## src/rtl/uart_tx_arbiter_if.sv

```systemverilog
// -----------------------------------------------------------------------------
// uart_tx_arbiter_if
//
// Bundle of signals between NREQ byte-stream requesters, the round-robin
// arbiter and the UART TX FIFO write port.
//
// Parameters
//   NREQ        number of requester lanes (2..8)
//
// Signals
//   req_valid   [NREQ]     lane i presents a byte
//   req_data    [8*NREQ]   lane i byte is bits [8*i+7 : 8*i]
//   req_last    [NREQ]     byte on lane i ends its packet
//   req_ready   [NREQ]     byte on lane i is accepted this cycle
//   tx_full                UART TX FIFO full flag
//   wr_uart                UART TX FIFO write strobe
//   w_data      [8]        byte written to the UART TX FIFO
//   busy                   a grant is active
//   grant_id    [3]        current or most recent grantee
//   timeout_err            one-cycle pulse when a grant is revoked by timeout
//
// Modports
//   slave   arbiter side (consumes requests and tx_full, drives the rest)
//   master  requester / FIFO side (the mirror image)
// -----------------------------------------------------------------------------
interface uart_tx_arbiter_if #(
    parameter int NREQ = 4
);
    logic [NREQ-1:0]   req_valid;
    logic [8*NREQ-1:0] req_data;
    logic [NREQ-1:0]   req_last;
    logic [NREQ-1:0]   req_ready;
    logic              tx_full;
    logic              wr_uart;
    logic [7:0]        w_data;
    logic              busy;
    logic [2:0]        grant_id;
    logic              timeout_err;

    modport slave (
        input  req_valid,
        input  req_data,
        input  req_last,
        input  tx_full,
        output req_ready,
        output wr_uart,
        output w_data,
        output busy,
        output grant_id,
        output timeout_err
    );

    modport master (
        output req_valid,
        output req_data,
        output req_last,
        output tx_full,
        input  req_ready,
        input  wr_uart,
        input  w_data,
        input  busy,
        input  grant_id,
        input  timeout_err
    );
endinterface

```

## src/rtl/uart_tx_arbiter.sv

```systemverilog
// -----------------------------------------------------------------------------
// uart_tx_arbiter
//
// Shares the single UART transmit path between NREQ byte-stream requesters.
// Arbitration is round-robin and packet-locked: once a requester is granted it
// keeps the path until it transfers a byte marked last, so packets never
// interleave in the TX FIFO. A requester that stalls mid-packet for TIMEOUT
// consecutive cycles loses the grant and a one-cycle timeout_err is raised.
//
// Parameters
//   NREQ     number of requesters (2..8)
//   TIMEOUT  idle SEND cycles tolerated mid-packet (1..2^TO_BIT-1)
//   TO_BIT   width of the timeout counter
//
// Ports
//   clk      system clock, rising edge
//   reset    asynchronous, active-low reset
//   bus      uart_tx_arbiter_if.slave: request lanes, FIFO write port, status
//
// Behaviour summary
//   IDLE  pick the first valid lane after last_grant (modulo NREQ), go SEND.
//         No byte is accepted in this cycle.
//   SEND  ready[grant] = ~tx_full. A byte moves when valid[grant] & ~tx_full;
//         wr_uart/w_data are combinational from that condition. A last byte
//         returns to IDLE; TIMEOUT consecutive cycles without valid[grant]
//         also return to IDLE with timeout_err in the following cycle.
// -----------------------------------------------------------------------------
module uart_tx_arbiter #(
    parameter int NREQ    = 4,
    parameter int TIMEOUT = 255,
    parameter int TO_BIT  = 8
) (
    input  logic               clk,
    input  logic               reset,
    uart_tx_arbiter_if.slave   bus
);

    typedef enum logic {
        IDLE = 1'b0,
        SEND = 1'b1
    } state_t;

    // Requester 0 must win the first arbitration after reset, so the
    // round-robin pointer starts on the highest lane.
    localparam logic [2:0]        LAST_GRANT_INIT = 3'(NREQ - 1);
    localparam logic [TO_BIT-1:0] TO_LIMIT        = TO_BIT'(TIMEOUT - 1);
    localparam logic [3:0]        NREQ_W          = 4'(NREQ);

    state_t            state_q, state_d;
    logic [2:0]        grant_q, grant_d;
    logic [2:0]        last_grant_q, last_grant_d;
    logic [TO_BIT-1:0] to_cnt_q, to_cnt_d;
    logic              timeout_err_q, timeout_err_d;

    // Lanes padded out to eight so that a 3-bit grant index is always in
    // range regardless of NREQ; unused lanes read as idle.
    logic [7:0]        valid_pad;
    logic [7:0]        last_pad;
    logic [7:0]        lane_data [8];

    logic              arb_found;
    logic [2:0]        arb_idx;
    logic              xfer;

    generate
        for (genvar gi = 0; gi < 8; gi++) begin : g_lane
            if (gi < NREQ) begin : g_used
                assign valid_pad[gi] = bus.req_valid[gi];
                assign last_pad[gi]  = bus.req_last[gi];
                assign lane_data[gi] = bus.req_data[8*gi +: 8];
            end else begin : g_unused
                assign valid_pad[gi] = 1'b0;
                assign last_pad[gi]  = 1'b0;
                assign lane_data[gi] = 8'h00;
            end
        end
    endgenerate

    // -------------------------------------------------------------------------
    // Round-robin search: first valid lane among last_grant+1 .. last_grant+NREQ
    // (mod NREQ). The last candidate is last_grant itself, so a lone requester
    // can be granted again immediately.
    // -------------------------------------------------------------------------
    always_comb begin : arb_search
        logic [3:0] cand;
        arb_found = 1'b0;
        arb_idx   = 3'd0;
        cand      = 4'd0;
        for (int off = 1; off <= NREQ; off++) begin
            cand = {1'b0, last_grant_q} + 4'(off);
            if (cand >= NREQ_W) begin
                cand = cand - NREQ_W;
            end
            if (!arb_found && valid_pad[cand[2:0]]) begin
                arb_found = 1'b1;
                arb_idx   = cand[2:0];
            end
        end
    end

    // A byte moves only while granted, the grantee is valid and the FIFO has
    // room. Keeping this combinational avoids writing on a stale full flag.
    assign xfer = (state_q == SEND) && valid_pad[grant_q] && !bus.tx_full;

    // -------------------------------------------------------------------------
    // Next-state logic
    // -------------------------------------------------------------------------
    always_comb begin : next_state
        state_d       = state_q;
        grant_d       = grant_q;
        last_grant_d  = last_grant_q;
        to_cnt_d      = to_cnt_q;
        timeout_err_d = 1'b0;

        case (state_q)
            IDLE: begin
                if (arb_found) begin
                    grant_d  = arb_idx;
                    state_d  = SEND;
                    to_cnt_d = '0;
                end
            end

            SEND: begin
                if (xfer) begin
                    to_cnt_d = '0;
                    if (last_pad[grant_q]) begin
                        state_d      = IDLE;
                        last_grant_d = grant_q;
                    end
                end else if (!valid_pad[grant_q]) begin
                    // Stalled grantee: only cycles without valid count toward
                    // the timeout; FIFO back-pressure leaves the counter alone.
                    if (to_cnt_q == TO_LIMIT) begin
                        state_d       = IDLE;
                        last_grant_d  = grant_q;
                        to_cnt_d      = '0;
                        timeout_err_d = 1'b1;
                    end else begin
                        to_cnt_d = to_cnt_q + TO_BIT'(1);
                    end
                end
            end

            default: begin
                state_d = IDLE;
            end
        endcase
    end

    // -------------------------------------------------------------------------
    // State registers
    // -------------------------------------------------------------------------
    always_ff @(posedge clk or negedge reset) begin
        if (!reset) begin
            state_q       <= IDLE;
            grant_q       <= 3'd0;
            last_grant_q  <= LAST_GRANT_INIT;
            to_cnt_q      <= '0;
            timeout_err_q <= 1'b0;
        end else begin
            state_q       <= state_d;
            grant_q       <= grant_d;
            last_grant_q  <= last_grant_d;
            to_cnt_q      <= to_cnt_d;
            timeout_err_q <= timeout_err_d;
        end
    end

    // -------------------------------------------------------------------------
    // Outputs
    // -------------------------------------------------------------------------
    generate
        for (genvar gi = 0; gi < NREQ; gi++) begin : g_ready
            assign bus.req_ready[gi] = (state_q == SEND) && (grant_q == 3'(gi)) && !bus.tx_full;
        end
    endgenerate

    assign bus.wr_uart     = xfer;
    assign bus.w_data      = lane_data[grant_q];
    assign bus.busy        = (state_q == SEND);
    assign bus.grant_id    = grant_q;
    assign bus.timeout_err = timeout_err_q;

endmodule

```

## src/flat_wrapper.sv

```systemverilog
// flat-port wrapper written by rule: the top's interface ports become plain ports
module uart_tx_arbiter_flat 
#(
    parameter int NREQ    = 4,
    parameter int TIMEOUT = 255,
    parameter int TO_BIT  = 8
)
  (clk, reset, bus_req_valid, bus_req_data, bus_req_last, bus_tx_full, bus_req_ready, bus_wr_uart, bus_w_data, bus_busy, bus_grant_id, bus_timeout_err);
  uart_tx_arbiter_if #(.NREQ(NREQ)) bus_i ();
  input  logic clk;
  input  logic reset;
  input wire logic [$bits(bus_i.req_valid)-1:0] bus_req_valid;
  input wire logic [$bits(bus_i.req_data)-1:0] bus_req_data;
  input wire logic [$bits(bus_i.req_last)-1:0] bus_req_last;
  input wire logic [$bits(bus_i.tx_full)-1:0] bus_tx_full;
  output wire logic [$bits(bus_i.req_ready)-1:0] bus_req_ready;
  output wire logic [$bits(bus_i.wr_uart)-1:0] bus_wr_uart;
  output wire logic [$bits(bus_i.w_data)-1:0] bus_w_data;
  output wire logic [$bits(bus_i.busy)-1:0] bus_busy;
  output wire logic [$bits(bus_i.grant_id)-1:0] bus_grant_id;
  output wire logic [$bits(bus_i.timeout_err)-1:0] bus_timeout_err;
  assign bus_i.req_valid = bus_req_valid;
  assign bus_i.req_data = bus_req_data;
  assign bus_i.req_last = bus_req_last;
  assign bus_i.tx_full = bus_tx_full;
  assign bus_req_ready = bus_i.req_ready;
  assign bus_wr_uart = bus_i.wr_uart;
  assign bus_w_data = bus_i.w_data;
  assign bus_busy = bus_i.busy;
  assign bus_grant_id = bus_i.grant_id;
  assign bus_timeout_err = bus_i.timeout_err;
  uart_tx_arbiter #(.NREQ(NREQ), .TIMEOUT(TIMEOUT), .TO_BIT(TO_BIT)) u_core (.clk(clk), .reset(reset), .bus(bus_i));
endmodule
```

## config.mk

```make
export PLATFORM = sky130hd
export DESIGN_NAME = uart_tx_arbiter_flat
export DESIGN_NICKNAME = d
export VERILOG_FILES = /design/src/rtl/uart_tx_arbiter_if.sv /design/src/rtl/uart_tx_arbiter.sv /design/src/flat_wrapper.sv
export SDC_FILE = /design/constraint.sdc
export NUM_CORES = 1
export LEC_CHECK = 0
export CORE_ASPECT_RATIO = 0.8
export CORE_MARGIN = 3
export CORE_UTILIZATION = 45
export CTS_BUF_LIST = sky130_fd_sc_hd__clkbuf_2 sky130_fd_sc_hd__clkbuf_4 sky130_fd_sc_hd__clkbuf_8
export CTS_CLUSTER_DIAMETER = 150
export CTS_CLUSTER_SIZE = 25
export DETAILED_ROUTE_END_ITERATION = 10
export HOLD_SLACK_MARGIN = 0.08
export PLACE_DENSITY = 0.86
export SYNTH_ARGS = -nofsm -noshare
export SYNTH_HDL_FRONTEND = slang
export SYNTH_SLANG_ARGS = --single-unit
```

## constraint.sdc

```tcl
create_clock -name clk -period 3.37 [get_ports clk]
set_input_delay 0.674 -clock clk [delete_from_list [all_inputs] [get_ports clk]]
set_output_delay 0.674 -clock clk [all_outputs]
set_load 0.02 [all_outputs]
```

# After elaboration in Yosys (flattened, before gate mapping)
# Cells that the tools add are included.
[word_totals] reg_bits=16 in_bits=43 elab_cells=102
[classes] n_addsub=9 magnitude_cmp=10 eq_ne=8 n_mux=46 n_bitwise=2 reduce_logical=22
[ops] cell="$mux 8" n=6
[ops] cell="$mux 3" n=12
[ops] cell="$bmux 8 s3" n=1
[ops] cell="$lt 3x4->1 const B" n=5
[ops] cell="$mux 1" n=19
[ops] cell="$bmux 1 s3" n=6
[ops] cell="$ge 4x3->1 const B" n=4
[ops] cell="$pmux 8 s2" n=1
[ops] cell="$logic_and 1x1->1" n=13
[ops] cell="$sub 3x3->3 const B" n=4
[ops] cell="$add 3x2->4 const B" n=2
[ops] cell="$add 8x1->8 const B" n=1
[ops] cell="$eq 8x8->1 const B" n=1
[ops] cell="$eq 3x2->1 const B" n=2
[ops] cell="$add 3x1->4 const B" n=1
[ops] cell="$add 3x3->4 const B" n=1
[ops] cell="$ge 4x4->1 const B" n=1
[ops] cell="$logic_not 1->1" n=4
[ops] cell="$ne 2x1->1 const B" n=2
[ops] cell="$not 3->4" n=1
[ops] cell="$reduce_and 2->1" n=2
[ops] cell="$reduce_and 4->1" n=1
[ops] cell="$eq 3x1->1 const B" n=1
[ops] cell="$logic_not 3->1" n=1
[ops] cell="5 further kinds" n=5

# Logic depth before layout (Yosys ltp)
# Gate-level depths: netlist of run 1.
[logic_depth] depth_word=17 ltp_mapped=11 depth_no_buf=7

# Least setup slack after synthesis of run 1
# Ideal clock, no wire load.
[synth_path] path_type="register to register" start="register u_core.last_grant_q[0]" end="register u_core.to_cnt_q[3]" setup_ps=65 arrival_ps=2941 required_time_ps=3305 slack_ps=364 path_stages_with_launch=12 n_path_buf=4 period_less_slack_ps=3006 cell_sequence="dfstp_2 -> buf_2 -> buf_1 -> inv_1 -> ha_1 -> buf_2 -> mux4_2 -> a222oi_1 -> o211a_1 -> or2_1 -> clkbuf_1 -> a211o_1"
[synth_between] elab_chain_len=17 elab_cells_between_ends=36 cone_classes="add/sub (8); order compare (4); eq/ne (1); mux (16); reduce/logical (7)"
[synth_rtl] item="from (decl)" line="uart_tx_arbiter.sv:51" source="logic [2:0] last_grant_q, last_grant_d;"
[synth_rtl] item="from (signal assigned)" line="uart_tx_arbiter.sv:164" source="last_grant_q <= last_grant_d;"
[synth_rtl] item="$add 3x1->4" line="uart_tx_arbiter.sv:90" source="cand = {1'b0, last_grant_q} + 4'(off);"
[synth_rtl] item="$ge 4x3->1 or $sub 3x3->3 (tied branches)" line="uart_tx_arbiter.sv:91, uart_tx_arbiter.sv:92"
[synth_rtl] item="$mux 3" line="uart_tx_arbiter.sv:91" source="if (cand >= NREQ_W) begin"
[synth_rtl] item="$bmux 1 s3" line="uart_tx_arbiter.sv:94" source="if (!arb_found && valid_pad[cand[2:0]]) begin"
[synth_rtl] item="$mux 1 (implied by the code)" line="uart_tx_arbiter.sv:94"
[synth_rtl] item="$mux 1" line="uart_tx_arbiter.sv:94"
[synth_rtl] item="$logic_not 1->1" line="uart_tx_arbiter.sv:94"
[synth_rtl] item="$logic_and 1x1->1" line="uart_tx_arbiter.sv:94"
[synth_rtl] item="$mux 1" line="uart_tx_arbiter.sv:94"
[synth_rtl] item="$logic_not 1->1" line="uart_tx_arbiter.sv:94"
[synth_rtl] item="$logic_and 1x1->1" line="uart_tx_arbiter.sv:94"
[synth_rtl] item="$mux 1" line="uart_tx_arbiter.sv:94"
[synth_rtl] item="$logic_not 1->1" line="uart_tx_arbiter.sv:94"
[synth_rtl] item="$logic_and 1x1->1" line="uart_tx_arbiter.sv:94"
[synth_rtl] item="$mux 1 (*)" line="uart_tx_arbiter.sv:94"
[synth_rtl] item="$ne 2x1->1 (no line) (*)"
[synth_rtl] item="$reduce_and 2->1 (no line) (*)"
[synth_rtl] item="to (signal assigned)" line="uart_tx_arbiter.sv:165" source="to_cnt_q <= to_cnt_d;"
[synth_rtl] item="to (decl)" line="uart_tx_arbiter.sv:52" source="logic [TO_BIT-1:0] to_cnt_q, to_cnt_d;"
# Every way passes the cells marked *; elsewhere a longest branch is shown, timed or not. The select of a mux whose other input is x is not followed.
# A chain may end at the register's enable or synchronous reset.

# Worst setup path in the final report of run 1
[layout_path] start="input port bus_req_valid[3]" end="output port bus_wr_uart"
[layout_between] elab_chain_len=4
[layout_rtl] item="from (decl)" line="flat_wrapper.sv:12" source="input wire logic [$bits(bus_i.req_valid)-1:0] bus_req_valid;"
[layout_rtl] item="$bmux 1 s3" line="uart_tx_arbiter.sv:103" source="assign xfer = (state_q == SEND) && valid_pad[grant_q] && !bus.tx_full;"
[layout_rtl] item="$mux 1 (implied by the code)" line="uart_tx_arbiter.sv:103"
[layout_rtl] item="$logic_and 1x1->1 (2 in a row)" line="uart_tx_arbiter.sv:103"
[layout_rtl] item="to (decl)" line="flat_wrapper.sv:17" source="output wire logic [$bits(bus_i.wr_uart)-1:0] bus_wr_uart;"
# Every way passes these cells. The select of a mux whose other input is x is not followed.

==> results of run 1 <==
## power groups by stage
stage	combinational (mW)	sequential, mW	clock [mW]
after detailed placement	1.07	0.364	0
after global routing	1.17	0.376	0.184
after floorplan	0.781	0.315	0
after CTS	1.08	0.360	0.171
final	1.07	0.362	0.170
after global placement	1.04	0.354	0
## routing by layer
layer / vias up / wire length (um)
met5: - / 0
met4: 0 / 25
met3: 4 / 363
met2: 64 / 2102
met1: 699 / 1578
li1: 679 / -
## flip-flops by register name (all words and copies together) (netlist names)
register,count
u_core.last_grant_q,3
u_core.bus.grant_id,3
u_core.bus.timeout_err,1
u_core.bus.busy,1
u_core.to_cnt_q,8
## worst paths after layout
path / startpoint / end / depth (start not counted) / slack, ps
min: u_core.to_cnt_q[4]$_DFFE_PN0P_ / u_core.to_cnt_q[4]$_DFFE_PN0P_ / 1 / 570
max reg2reg: u_core.last_grant_q[1]$_DFFE_PN1P_ / u_core.to_cnt_q[1]$_DFFE_PN0P_ / 7 / 450
max in group asynchronous: reset / u_core.bus.grant_id[2]$_DFFE_PN0P_ / 1 / 2070
max: bus_req_valid[3] / bus_wr_uart / 6 / 170
min reg2reg: u_core.to_cnt_q[4]$_DFFE_PN0P_ / u_core.to_cnt_q[4]$_DFFE_PN0P_ / 1 / 570
min in group asynchronous: reset / u_core.to_cnt_q[7]$_DFFE_PN0P_ / 1 / 840
## cell usage after synthesis (3+ instances only)
master,instances
dfrtp_1,14
nand2_1,11
nor2_1,10
nor2b_1,10
inv_1,9
mux2_2,8
mux4_2,8
and3_1,6
nand3_1,6
mux4_1,5
nor3_1,5
a211o_1,4
clkbuf_1,4
ha_1,4
o21ai_0,4
mux2i_1,3
nand4_1,3
## critical path: stages
cell and delay (ps):
clkdlybuf4s50_1 510, mux4_2 530, nor2b_4 160, nand2_1 90, nor2_1 40, clkdlybuf4s50_1 530
## kinds of logic (layout without fill, tap and decap cells)
kind of cell | count (synthesis) | in the layout | synth area share, %
buffers and inverters | 18 | 75 | 5.675
AOI/OAI and AO/OA | 26 | 26 | 13.11
adders and majority gates | 4 | 4 | 3.339
and+or+nand+nor | 62 | 62 | 22.20
muxes | 24 | 24 | 28.80
DFF | 16 | 16 | 26.88
## layout make-up
class	count	area [sq um]	area share, %
inverter	9	33.78	1.558
sequential	16	402.9	18.58
timing repair buffer	62	615.6	28.39
multi-input combinational	116	1011	46.62
clock buffer	4	55.05	2.539
tap	40	50.05	2.308
## through the flow
stage	utilization (%)	instance area [sq um]	hold WS, ps
floorplan	-	1499	378.4
global placement	67.51	2113	526.2
detailed placement	67.51	2113	556.4
CTS	69.26	2168	570.3
global route	69.26	2168	599.3
finish	69.26	2168	573.2
==> run_results.csv, run 1 <==
group,metric,value,unit
outcome,outcome,"complete, no violations",
finish,final-instance-count-excl-fill,247,
timing,tightest_slew,747.8,ps
synthesis,synth_ff_type,"dfrtp_1",
floorplan,dieArea,4064,sq um
synthesis,async_flop_share,100.0,%
global_routing,grt_pass1_wl,6996,um
timing,rsz0062_at_grt,"false",
timing,slew_violations,0,
worst_setup_path,path_class,"input pin to primary output",
timing,fmax,312.4,MHz
drt,first_pass_iters,4,
power_and_ir_drop,cell_internal_pwr,923.5,uW
timing,relSlewSlack,50.14,%
synthesis,synth_area_leader_cell,"dfrtp_1",
flow_run,drv_cap,0,
cts,cts_root_buf,"clkbuf_8",
timing,finalSetupViolCount,0,
finish,drive_above_1_share,13.53,%
synthesis,ys_types,43,
global_routing,grt_overflow,0,
cts,cts_buffers,3,
worst_setup_path,crit_required,2700,ps
drt,vias_per_cell,5.854,
placement,post-dp-hpwl,3255,um
floorplan,core_region_area,3131,sq um
drt,drc,0,
synthesis,yosys_warnings,0,
placement,place_inst,243,
synthesis,ys_ff_latch,16,
finish,final_cell_mix,"clkdlybuf4s50_1 (60), dfrtp_1 (14), nand2_1 (11)",
synthesis,synthCells,150,
drt,antenna_left,0,
floorplan,io_pins,61,
placement,io_buffers,60,
drt,drt_iter0_drc,125,
cts,holdBufCountCts,0,
finish,fillers,231,
floorplan,die_w,70.53,um
floorplan,start_util,47.88,%
cts,cts.repair.resized,0,
timing,hold_viol_final,0,
finish,antenna_cells,0,
synthesis,syn_area_per_cell,9.993,sq um
timing,setup_slack,169.3,ps
power_and_ir_drop,p_total,1.607,mW
power_and_ir_drop,vdd_ir_drop_max,0.4536,mV
floorplan,die_h,57.62,um
min_path,hp-class,"flop to flop",
worst_setup_path,critPathCaptureType,"primary output",
power_and_ir_drop,power_density,741.0,nW/um^2
drt,wire_per_inst,16.48,um
worst_setup_path,cp.arrival,2530,ps
cts,cts_tree,"done",
timing,period_share,94.98,%
global_routing,grt.busiest_layer,"met2",
worst_setup_path,cp-start-kind,"input pin",
finish,area_growth_syn_to_layout,44.66,%
global_routing,grt_pass1_vias,1526,
global_routing,grt_max_degree,18,
timing,period_minus_slack,3201,ps
finish,final_common_cell,"clkdlybuf4s50_1",
power_and_ir_drop,pwr-share-seq,22.5,%
power_and_ir_drop,p_switching,683.1,uW
timing,setup-tns-final,0,ps
placement,gp_congestion,0.8743,
global_routing,antenna_found_initial,0,
power_and_ir_drop,clockPowerShare,10.6,%
worst_setup_path,critPathMaxFanout,7,
synthesis,synth_top_area_share,23.37,%
synthesis,syn_area,1499,sq um
placement,dp_slack,166.9,ps
synthesis,synth.area.top_cells,"dfrtp_1 (23%), mux4_2 (12%), mux4_1 (8.8%)",
drt,wirelength,4070,um
global_routing,met3_usage,6.412,%
cts,clock_sinks,16,
global_routing,grt_use_met2,39.87,%
cts,clk_pin_slew,60,ps
cts,cts_setup_buffers,0,
global_routing,met1_usage,24.55,%
cts,clock_latency,250,ps
finish,nNetsFinal,255,
power_and_ir_drop,comb_power_share,66.9,%
synthesis,synth_edf_count,0,
global_routing,grtUsageTotal,21.39,%
cts,cts.path.max_buffers,2,
floorplan,rows,18,
cts,htree_levels,1,
timing,clock-skew-final,2.547,ps
synthesis,ys_seq_area_share,26.88,%
synthesis,syn_nets,197,
power_and_ir_drop,p_leak,0.9447,nW
drt,vias,1446,
power_and_ir_drop,p_sw_share,42.52,%
Note: power is estimated with default switching activity, not from simulation.
==> run 2: changes to the inputs <==
- CAP_MARGIN: not set -> 40
- SETUP_SLACK_MARGIN: not set -> 0.05
==> results of run 2 <==
Final layout, timing and power as in run 1 (identical DEF).
==> run 3: changes to the inputs <==
- CELL_PAD_IN_SITES_DETAIL_PLACEMENT: not set -> 1
- CELL_PAD_IN_SITES_GLOBAL_PLACEMENT: not set -> 1
- CORE_UTILIZATION: 45 -> 33
==> run 3 against run 2 <==
- power is 2.4% higher
- largest cell class unchanged
- sequential power fell by 1%
- combinational power up 5%
- non-clock buffer count rose by 4
- register-to-register slack got worse by 50 ps
- clock skew rose by 5.0 ps
- die area up 33%
- largest power group unchanged
- clock-buffer cell count is the same
==> run_results.csv, run 3 (same netlist as run 1, synthesis figures left out) <==
group,metric,value,unit
floorplan,io_pins,61,
cts,cts_root_buf,"clkbuf_8",
floorplan,die_w,81.35,um
cts,clock_sinks,16,
flow_run,drv_cap,0,
worst_setup_path,cp-start-kind,"flop",
floorplan,rows,21,
worst_setup_path,path_class,"flop to primary output",
timing,finalHoldWorstSlack,577.8,ps
timing,relSlewSlack,52.60,%
power_and_ir_drop,power_density,740.1,nW/um^2
worst_setup_path,crit_required,2700,ps
floorplan,core_region_area,4283,sq um
worst_setup_path,critPathCaptureType,"primary output",
outcome,outcome,"complete, no violations",
floorplan,start_util,35.00,%
timing,rsz0062_at_grt,"false",
timing,hold_viol_final,0,
placement,placed_area,2165,sq um
cts,holdBufCountCts,0,
power_and_ir_drop,p_leak,0.9792,nW
finish,drive_above_1_share,15.17,%
finish,antenna_cells,0,
worst_setup_path,critPathMaxFanout,15,
placement,gp_congestion,0.7946,
floorplan,dieArea,5392,sq um
finish,fin_area,2222,sq um
drt,wire_per_inst,18.16,um
floorplan,die_h,66.28,um
cts,htree_levels,1,
cts,cts.path.max_buffers,2,
finish,area_growth_syn_to_layout,48.25,%
drt,vias,1475,
worst_setup_path,cp.arrival,2430,ps
placement,io_buffers,60,
finish,final_cell_mix,"clkdlybuf4s50_1 (59), dfrtp_1 (14), nand2_1 (11)",
power_and_ir_drop,p_total,1.645,mW
timing,period_minus_slack,3099,ps
global_routing,grt_overflow,0,
timing,finalSetupViolCount,0,
finish,nNetsFinal,259,
finish,regMostFlops,"u_core.to_cnt_q",
global_routing,grtUsageTotal,19.17,%
cts,cts_buffers,3,
global_routing,grt_pass1_wl,7866,um
cts,clock_latency,250,ps
placement,post-dp-hpwl,3771,um
timing,tightest_slew,708.8,ps
drt,antenna_left,0,
global_routing,grt_pass1_vias,1561,
timing,period_share,91.97,%
finish,largest_register_ffs,8,
min_path,hp-class,"flop to flop",
drt,drt_iter0_drc,64,
timing,setup-tns-final,0,ps
drt,first_pass_iters,4,
drt,vias_per_cell,5.504,
cts,clk_pin_slew,60,ps
timing,clock-skew-final,7.549,ps
timing,slew_violations,0,
drt,wirelength,4868,um
drt,drc,0,
cts,cts_tree,"done",
timing,fmax,322.6,MHz
finish,final_common_cell,"clkdlybuf4s50_1",
power_and_ir_drop,vdd_ir_drop_max,0.2537,mV
global_routing,antenna_found_initial,0,
global_routing,grt_max_degree,17,
-- run 3: cell types whose count changed in the layout (fill, tap and decap cells not counted), sizes merged --
cell           change
buf                +4
clkdlybuf4s50      -1
dlymetal6s2s       +1
-- run 3: layout make-up --
| type | instances | area, sq um |
|---|---|---|
| multi-input combinational | 116 | 1011 |
| clock buffer | 4 | 55.05 |
| sequential | 16 | 402.9 |
| tap | 57 | 71.32 |
| fill | 486 | 2061 |
| timing repair buffer | 66 | 648.1 |
| inverter | 9 | 33.78 |
-- run 3: routing by layer --
metal / up-vias / routed length [um] / GRT usage, %
li1: 694 / - / -
met3: 8 / 227 / 3.951
met5: - / 0 / 0
met1: 735 / 2072 / 24.11
met2: 38 / 2496 / 33.23
met4: 0 / 71 / 4.852
-- run 3: path summary, 6_finish.rpt --
check,start,to,slack [ps],cells after the start
setup / recovery,u_core.bus.grant_id[0]$_DFFE_PN0P_,bus_w_data[6],270,4
hold / removal,u_core.to_cnt_q[1]$_DFFE_PN0P_,u_core.to_cnt_q[1]$_DFFE_PN0P_,580,1
setup reg to reg,u_core.last_grant_q[1]$_DFFE_PN1P_,u_core.to_cnt_q[1]$_DFFE_PN0P_,400,7
hold reg to reg,u_core.to_cnt_q[1]$_DFFE_PN0P_,u_core.to_cnt_q[1]$_DFFE_PN0P_,580,1
max in group asynchronous,reset,u_core.last_grant_q[2]$_DFFE_PN0P_,2070,1
min in group asynchronous,reset,u_core.to_cnt_q[3]$_DFFE_PN0P_,840,1
-- run 3: critical path, stage by stage, from the launching register on --
cell,delay (ps)
dfrtp_1,730
buf_4,250
mux4_2,480
nor2b_1,140
clkdlybuf4s50_1,570
-- run 3: metrics by stage --
step	util, %	worst slack, ps	std cells
after floorplan	-	364.1	150
after global placement	50.54	159.5	264
after detailed placement	50.54	112.8	264
after CTS	51.83	74.88	268
after global routing	51.88	107.5	268
final	51.88	270.7	268
-- run 3: power breakdown --
part | switching (mW) | internal (mW)
clock | 0.0679 | 0.104
sequential | 0.112 | 0.245
combinational | 0.532 | 0.584
-- run 3: repair_timing --
action | in CTS | in global routing
buffers inserted | 0 | 0
gates resized for setup | 0 | 1
setup endpoints to repair | 0 | 1
